$ cat src/rtl/fb_pattern_initiator.sv
// Frame-buffer pattern initiator.
// After DDR calibration, fills a V_RES x H_RES frame buffer with a background
// colour and one foreground rectangle, then hands the RAM write port over to
// the external (packet-to-RAM) writer. A fill can be re-run from PASS.
//
// Ports:
//   clk, reset          clock, synchronous active-high reset
//   phy_init_done       DDR calibration complete
//   reinit_req          request a new fill (honoured only in PASS)
//   e_write_*           external writer port (valid/data/address in, ready out)
//   m_write_*           RAM write port (valid/data/address out, ready in)
//   ram_init            high while the external writer owns the RAM port
//   fill_done           one-cycle pulse on entry to PASS
module fb_pattern_initiator #(
  parameter int PIX_W = 24,
  parameter int PIX_PER_WORD = 32,
  parameter int H_RES = 1024,
  parameter int V_RES = 768,
  parameter int ADDR_W = 32,
  parameter logic [ADDR_W-1:0] BASE_ADDR = '0,
  parameter int ADDR_STEP = 16,
  parameter logic [PIX_W-1:0] BG_COLOR = 24'h252525,
  parameter logic [PIX_W-1:0] FG_COLOR = 24'h3D11AE,
  parameter int RECT_X0 = 7,
  parameter int RECT_W = 16,
  parameter int RECT_Y0 = 350,
  parameter int RECT_H = 45,
  parameter int SETTLE_CYCLES = 100,
  localparam int DATA_W = PIX_W * PIX_PER_WORD
) (
  input  logic              clk,
  input  logic              reset,
  input  logic              phy_init_done,
  input  logic              reinit_req,
  input  logic              e_write_ram,
  input  logic [DATA_W-1:0] e_write_data,
  input  logic [ADDR_W-1:0] e_write_address,
  output logic              e_write_ready,
  output logic              m_write_ram,
  output logic [DATA_W-1:0] m_write_data,
  output logic [ADDR_W-1:0] m_write_address,
  input  logic              m_write_ready,
  output logic              ram_init,
  output logic              fill_done
);

  localparam int WPL = H_RES / PIX_PER_WORD;
  localparam int XW  = (WPL > 1) ? $clog2(WPL) : 1;
  localparam int YW  = (V_RES > 1) ? $clog2(V_RES) : 1;
  localparam int SW  = (SETTLE_CYCLES > 1) ? $clog2(SETTLE_CYCLES) : 1;

  // 64-bit bounds so RECT_X0+RECT_W (and the Y pair) cannot overflow.
  localparam logic [63:0] X_LO = 64'(RECT_X0);
  localparam logic [63:0] X_HI = 64'(RECT_X0) + 64'(RECT_W);
  localparam logic [63:0] Y_LO = 64'(RECT_Y0);
  localparam logic [63:0] Y_HI = 64'(RECT_Y0) + 64'(RECT_H);

  typedef enum logic [1:0] {S_IDLE, S_FILL, S_SETTLE, S_PASS} state_t;

  state_t              state_q;
  logic                valid_q;
  logic [DATA_W-1:0]   data_q;
  logic [ADDR_W-1:0]   addr_q;
  logic [XW-1:0]       x_q;
  logic [YW-1:0]       y_q;
  logic [SW-1:0]       settle_q;
  logic                ram_init_q;
  logic                fill_done_q;
  logic                reinit_pend_q;

  logic [XW-1:0]       x_d;
  logic [YW-1:0]       y_d;
  logic                x_last;
  logic                y_last;
  logic                hs;

  function automatic logic [DATA_W-1:0] word_for(input logic [XW-1:0] x,
                                                 input logic [YW-1:0] y);
    logic in_rect;
    in_rect = (64'(x) >= X_LO) && (64'(x) < X_HI) &&
              (64'(y) >= Y_LO) && (64'(y) < Y_HI);
    return in_rect ? {PIX_PER_WORD{FG_COLOR}} : {PIX_PER_WORD{BG_COLOR}};
  endfunction

  always_comb begin
    x_last = (x_q == XW'(WPL - 1));
    y_last = (y_q == YW'(V_RES - 1));
    x_d    = x_last ? '0 : x_q + 1'b1;
    y_d    = x_last ? y_q + 1'b1 : y_q;
    hs     = valid_q & m_write_ready;
  end

  always_ff @(posedge clk) begin
    if (reset) begin
      state_q       <= S_IDLE;
      valid_q       <= 1'b0;
      data_q        <= '0;
      addr_q        <= BASE_ADDR;
      x_q           <= '0;
      y_q           <= '0;
      settle_q      <= '0;
      ram_init_q    <= 1'b0;
      fill_done_q   <= 1'b0;
      reinit_pend_q <= 1'b0;
    end else begin
      fill_done_q <= 1'b0;
      case (state_q)
        S_IDLE: begin
          if (phy_init_done) begin
            state_q <= S_FILL;
            valid_q <= 1'b1;
            data_q  <= word_for('0, '0);
            addr_q  <= BASE_ADDR;
            x_q     <= '0;
            y_q     <= '0;
          end
        end
        S_FILL: begin
          if (hs) begin
            if (x_last && y_last) begin
              valid_q <= 1'b0;
              if (SETTLE_CYCLES == 0) begin
                state_q     <= S_PASS;
                ram_init_q  <= 1'b1;
                fill_done_q <= 1'b1;
              end else begin
                state_q  <= S_SETTLE;
                settle_q <= SW'(SETTLE_CYCLES - 1);
              end
            end else begin
              x_q     <= x_d;
              y_q     <= y_d;
              addr_q  <= addr_q + ADDR_W'(ADDR_STEP);
              data_q  <= word_for(x_d, y_d);
              // The next word is only offered while calibration still holds.
              valid_q <= phy_init_done;
            end
          end else if (!valid_q && phy_init_done) begin
            valid_q <= 1'b1;
          end
        end
        S_SETTLE: begin
          if (settle_q == '0) begin
            state_q     <= S_PASS;
            ram_init_q  <= 1'b1;
            fill_done_q <= 1'b1;
          end else begin
            settle_q <= settle_q - 1'b1;
          end
        end
        S_PASS: begin
          // Never take the port back while an external transfer is offered.
          if ((reinit_req || reinit_pend_q) && !e_write_ram) begin
            state_q       <= S_FILL;
            ram_init_q    <= 1'b0;
            reinit_pend_q <= 1'b0;
            valid_q       <= phy_init_done;
            data_q        <= word_for('0, '0);
            addr_q        <= BASE_ADDR;
            x_q           <= '0;
            y_q           <= '0;
          end else if (reinit_req) begin
            reinit_pend_q <= 1'b1;
          end
        end
        default: state_q <= S_IDLE;
      endcase
    end
  end

  always_comb begin
    if (ram_init_q) begin
      m_write_ram     = e_write_ram;
      m_write_data    = e_write_data;
      m_write_address = e_write_address;
      e_write_ready   = m_write_ready;
    end else begin
      m_write_ram     = valid_q;
      m_write_data    = data_q;
      m_write_address = addr_q;
      e_write_ready   = 1'b0;
    end
  end

  assign ram_init  = ram_init_q;
  assign fill_done = fill_done_q;

endmodule

$ cat config.mk
export PLATFORM = sky130hd
export DESIGN_NAME = fb_pattern_initiator
export DESIGN_NICKNAME = d
export VERILOG_FILES = /design/src/rtl/fb_pattern_initiator.sv
export SDC_FILE = /design/constraint.sdc
export NUM_CORES = 1
export LEC_CHECK = 0
export CORE_AREA = 10 10 612 614
export DETAILED_ROUTE_END_ITERATION = 7
export DIE_AREA = 0 0 622 624
export GPL_TIMING_DRIVEN = 0
export PLACE_DENSITY_LB_ADDON = 0.12
export SYNTH_ARGS = -nofsm -noshare
export SYNTH_HDL_FRONTEND = slang
export SYNTH_SLANG_ARGS = --single-unit
$ cat constraint.sdc
create_clock -name clk -period 2.6 [get_ports clk]
set_clock_uncertainty 0.1 [all_clocks]
set_input_delay 0.39 -clock clk [delete_from_list [all_inputs] [get_ports clk]]
set_output_delay 0.39 -clock clk [all_outputs]
set_load 0.005 [all_outputs]
==> reports/results.ini, run 1 <==
[run_status]
status = finished with violations
failed_checks = setup timing

[logic_synthesis]
yosys-top-cells-count = nand2_1, and2_1, clkbuf_1
async_flop_share = 0
yosys.area_share.xor_xnor = 0.0127
synth_cell_type_count = 61
synth_most_common_cell = nand2_1
synthAdderAreaFrac = 0.0142
yosys.area_share.simple = 0.671
yosys_warnings = 0
synth_edf_count = 0
synth_compound_area_frac = 0.0728
synth.yosys.seq_area_share = 0.122
synth_top_family_by_area = simple AND/OR/NAND/NOR gates
synth.area.mux_share = 0.0321
synth_nets = 2660
yosysTopAreaCellShare = 0.383
yosysTopAreaCell = nand2_1
synthCells = 1843
syn_avg_cell_area_um2 = 5.24
synth_seq_cells = 59
syn_area_mm2 = 0.00966
synth_area_leaders = nand2_1, and2_1, dfxtp_1, clkbuf_1, mux2_2
synth-main-ff-cell = dfxtp_1

[clock_network]
htree_levels = 3
clock-sinks = 59
clkTransAtPathRegs_ns = 0.07
cts-buffers-inserted = 9
cts-root-buf = clkbuf_16
cts_hold_buffers = 0
clk_latency_ns = 0.35
clockBufferDepth = 2
cts_tree = yes

[worst_setup_path]
arrival_ns = 2.25
path_buf_inv = 8
crit_slowest_cell = dfxtp_4
rrSetupSlack_ns = 0.08
cp_max_fo = 8
worstPathRequired_ns = 2.11
endpoint_kind = primary output
max_stage_delay_ns = 0.38
start_kind = register
reg2reg_from = x_q[1]
r2r_cells = 10
regToRegEndpoint = y_q[6]
critPathKind = reg2out
worstPathCellList = clkbuf_16 -> clkbuf_16 -> buf_16 -> clkbuf_16 -> buf_8 -> clkbuf_16 -> buf_12 -> nand2_8 -> nand2_4 -> buf_6
cp_top_family = buffers and inverters
cpMostUsedCell = clkbuf_16

[global_routing]
grt_pass1_vias = 21200
grt_start_max_net_pins = 11
gr-usage-met3 = 0.0684
grt_usage = 0.140
antenna_found_initial = 185
grt_pass1_wl_um = 338000
grt-ovfl-total = 0
grt-busiest-layer = met2
grt.met2_usage = 0.265
met1_usage = 0.141

[place]
gp_congestion = 0.937
dp_cells = 8251
portBuffers = 1608
post-dp-hpwl_um = 265000

[job]
cap_violations = 0

[timing]
post-route-min-period_ns = 2.74
setup_ws_ns = -0.144
worst_pin_slew_ns = 0.708
fmax_ghz = 0.364
relSlewSlack = 0.528
setup_viol = 149
slew_viol_final = 0
finalHoldViolCount = 0
min_period_over_period = 1.06
rsz0062_at_grt = true

[layout]
nets = 4480
area_growth_syn_to_layout_pct = 314
layout.cells.non_filler = 8495
drive_gt1_frac = 0.388

[power_and_ir_drop]
internal_power_mw = 12.6
swShare = 0.517
clkPwrFrac = 0.052
power_frac_comb = 0.906
pwr-share-seq = 0.042
leakagePower_nw = 20.1
ir_drop_mv = 0.355
fin_total_pwr_mw = 26.2
cellPowerDensity_mw_per_mm2 = 654
switchingPower_mw = 13.5

[floorplan]
start_util = 0.0267
rows = 221
die_height_um = 624
die_area_mm2 = 0.388
die_x_um = 622
coreArea_mm2 = 0.362
ios = 1610

[hold_path]
hold_start = addr_q[30]
whs_path_depth = 2
hp-class = reg2reg
hold_end = addr_q[30]

[detailed_routing]
dr_total_vias = 20800
drc = 0
drtIter0Drc = 885
first_pass_iters = 5
viasPerCell = 2.45
antenna_left = 0
routedWlPerCell_um = 34.1
drt-total-wl_um = 290000

==> per-layer routing <==
metal | routed length [um] | share of wire | up-vias
met5 | 165 | 0.00057 | -
met4 | 7320 | 0.025 | 24
met3 | 30800 | 0.11 | 335
met2 | 150000 | 0.52 | 1180
met1 | 101000 | 0.35 | 9825
li1 | - | - | 9436
==> worst max-delay path by stage <==
stage | start | to | slack, ns | depth (start not counted)
2_1_floorplan | x_q[0] | y_q[6] | 0.08 | 10
4_1_cts | ram_init | m_write_data[56] | -0.28 | 9
3_5_place_dp | ram_init | m_write_data[658] | -2.18 | 6
6_report | ram_init | m_write_data[116] | -0.14 | 10
5_1_grt | ram_init | m_write_data[99] | -0.19 | 9
3_3_place_gp | ram_init | m_write_data[228] | -4.48 | 7
==> power by group through the flow <==
| stage | Clock [mW] | Combinational, mW | Sequential (mW) |
|---|---|---|---|
| 6_report | 1.36 | 23.7 | 1.11 |
| 3_5_place_dp | 0 | 19.6 | 1.10 |
| 2_1_floorplan | 0 | 4.23 | 1.07 |
| 4_1_cts | 1.43 | 22.0 | 1.10 |
| 3_3_place_gp | 0 | 19.7 | 1.10 |
| 5_1_grt | 1.45 | 25.3 | 1.12 |
==> cell type report <==
class                           count  area (um^2)
Sequential cell                    59         1190
Tap cell                         4794         6000
Fill cell                       42100       322000
Inverter                           18         67.6
Clock inverter                      5         77.6
Buffer                            152         2140
Antenna cell                       34         85.1
Clock buffer                       10          239
Timing Repair Buffer             1821        19100
Multi-Input combinational cell   1602        11100
==> tightest hold or removal path: stages, from the launching register on <==
cell	delay, ns
dfxtp_1	0.32
o31ai_1	0.07
a21oi_1	0.06
==> logic make-up after synthesis <==
family,count (synthesis)
multiplexers,28
AND/OR/NAND/NOR,1435
XOR/XNOR,14
AO/OA/AOI/OAI,114
adder cells (fa/ha/maj),11
buffers and inverters,182
flip-flops,59
==> cells in the final DEF (no fill, tap or decap), types with 82 or more instances in the layout <==
| cell type | synthesis | routed |
|---|---|---|
| and2_1 | 299 | 261 |
| clkbuf_2 | 1 | 100 |
| dlymetal6s2s_1 | 0 | 189 |
| nand2_2 | 1 | 207 |
| buf_4 | 3 | 88 |
| nand2_4 | 0 | 225 |
| buf_12 | 0 | 82 |
| clkdlybuf4s50_1 | 0 | 874 |
| nand2_1 | 987 | 500 |
| buf_2 | 2 | 111 |
| buf_6 | 3 | 263 |
==> state kept, by name (all words and copies together), names as in the netlist <==
name / cells
fill_done: 1
x_q: 5
addr_q: 28
y_q: 10
valid_q: 1
state_q: 2
settle_q: 7
data_q: 3
reinit_pend_q: 1
ram_init: 1
==> stage by stage <==
stage               TNS (ns)  hold WS [ns]  area, um^2    util  setup slack (ns)
finish                 -6.36         0.394       40000   0.111            -0.144
global route          -23.63         0.417       39900   0.110            -0.190
CTS                  -110.92         0.393       36300   0.100            -0.281
detailed placement  -1014.06         0.358       31900  0.0882             -2.18
global placement    -2173.86         0.353       31800  0.0878             -4.48
floorplan                  0         0.336        9660       -            0.0834
==> what timing repair did <==
item,4_1_cts,5_1_grt
setup endpoints to repair,859,803
gates resized for setup,2808,1374
pin swaps,34,58
cloned,27,18
buffers inserted,81,90
hold endpoints to repair,0,0
Power figures use the tool's default switching activity.
==> inputs of run 2 (changes only) <==
--- a/config.mk
+++ b/config.mk
@@ -5,6 +5,7 @@
 export SDC_FILE = /design/constraint.sdc
 export NUM_CORES = 1
 export LEC_CHECK = 0
+export ABC_CLOCK_PERIOD_IN_PS = 2600
 export CORE_AREA = 10 10 612 614
 export DETAILED_ROUTE_END_ITERATION = 7
 export DIE_AREA = 0 0 622 624
==> results of run 2 <==
Final layout, timing and power as in run 1 (identical DEF).
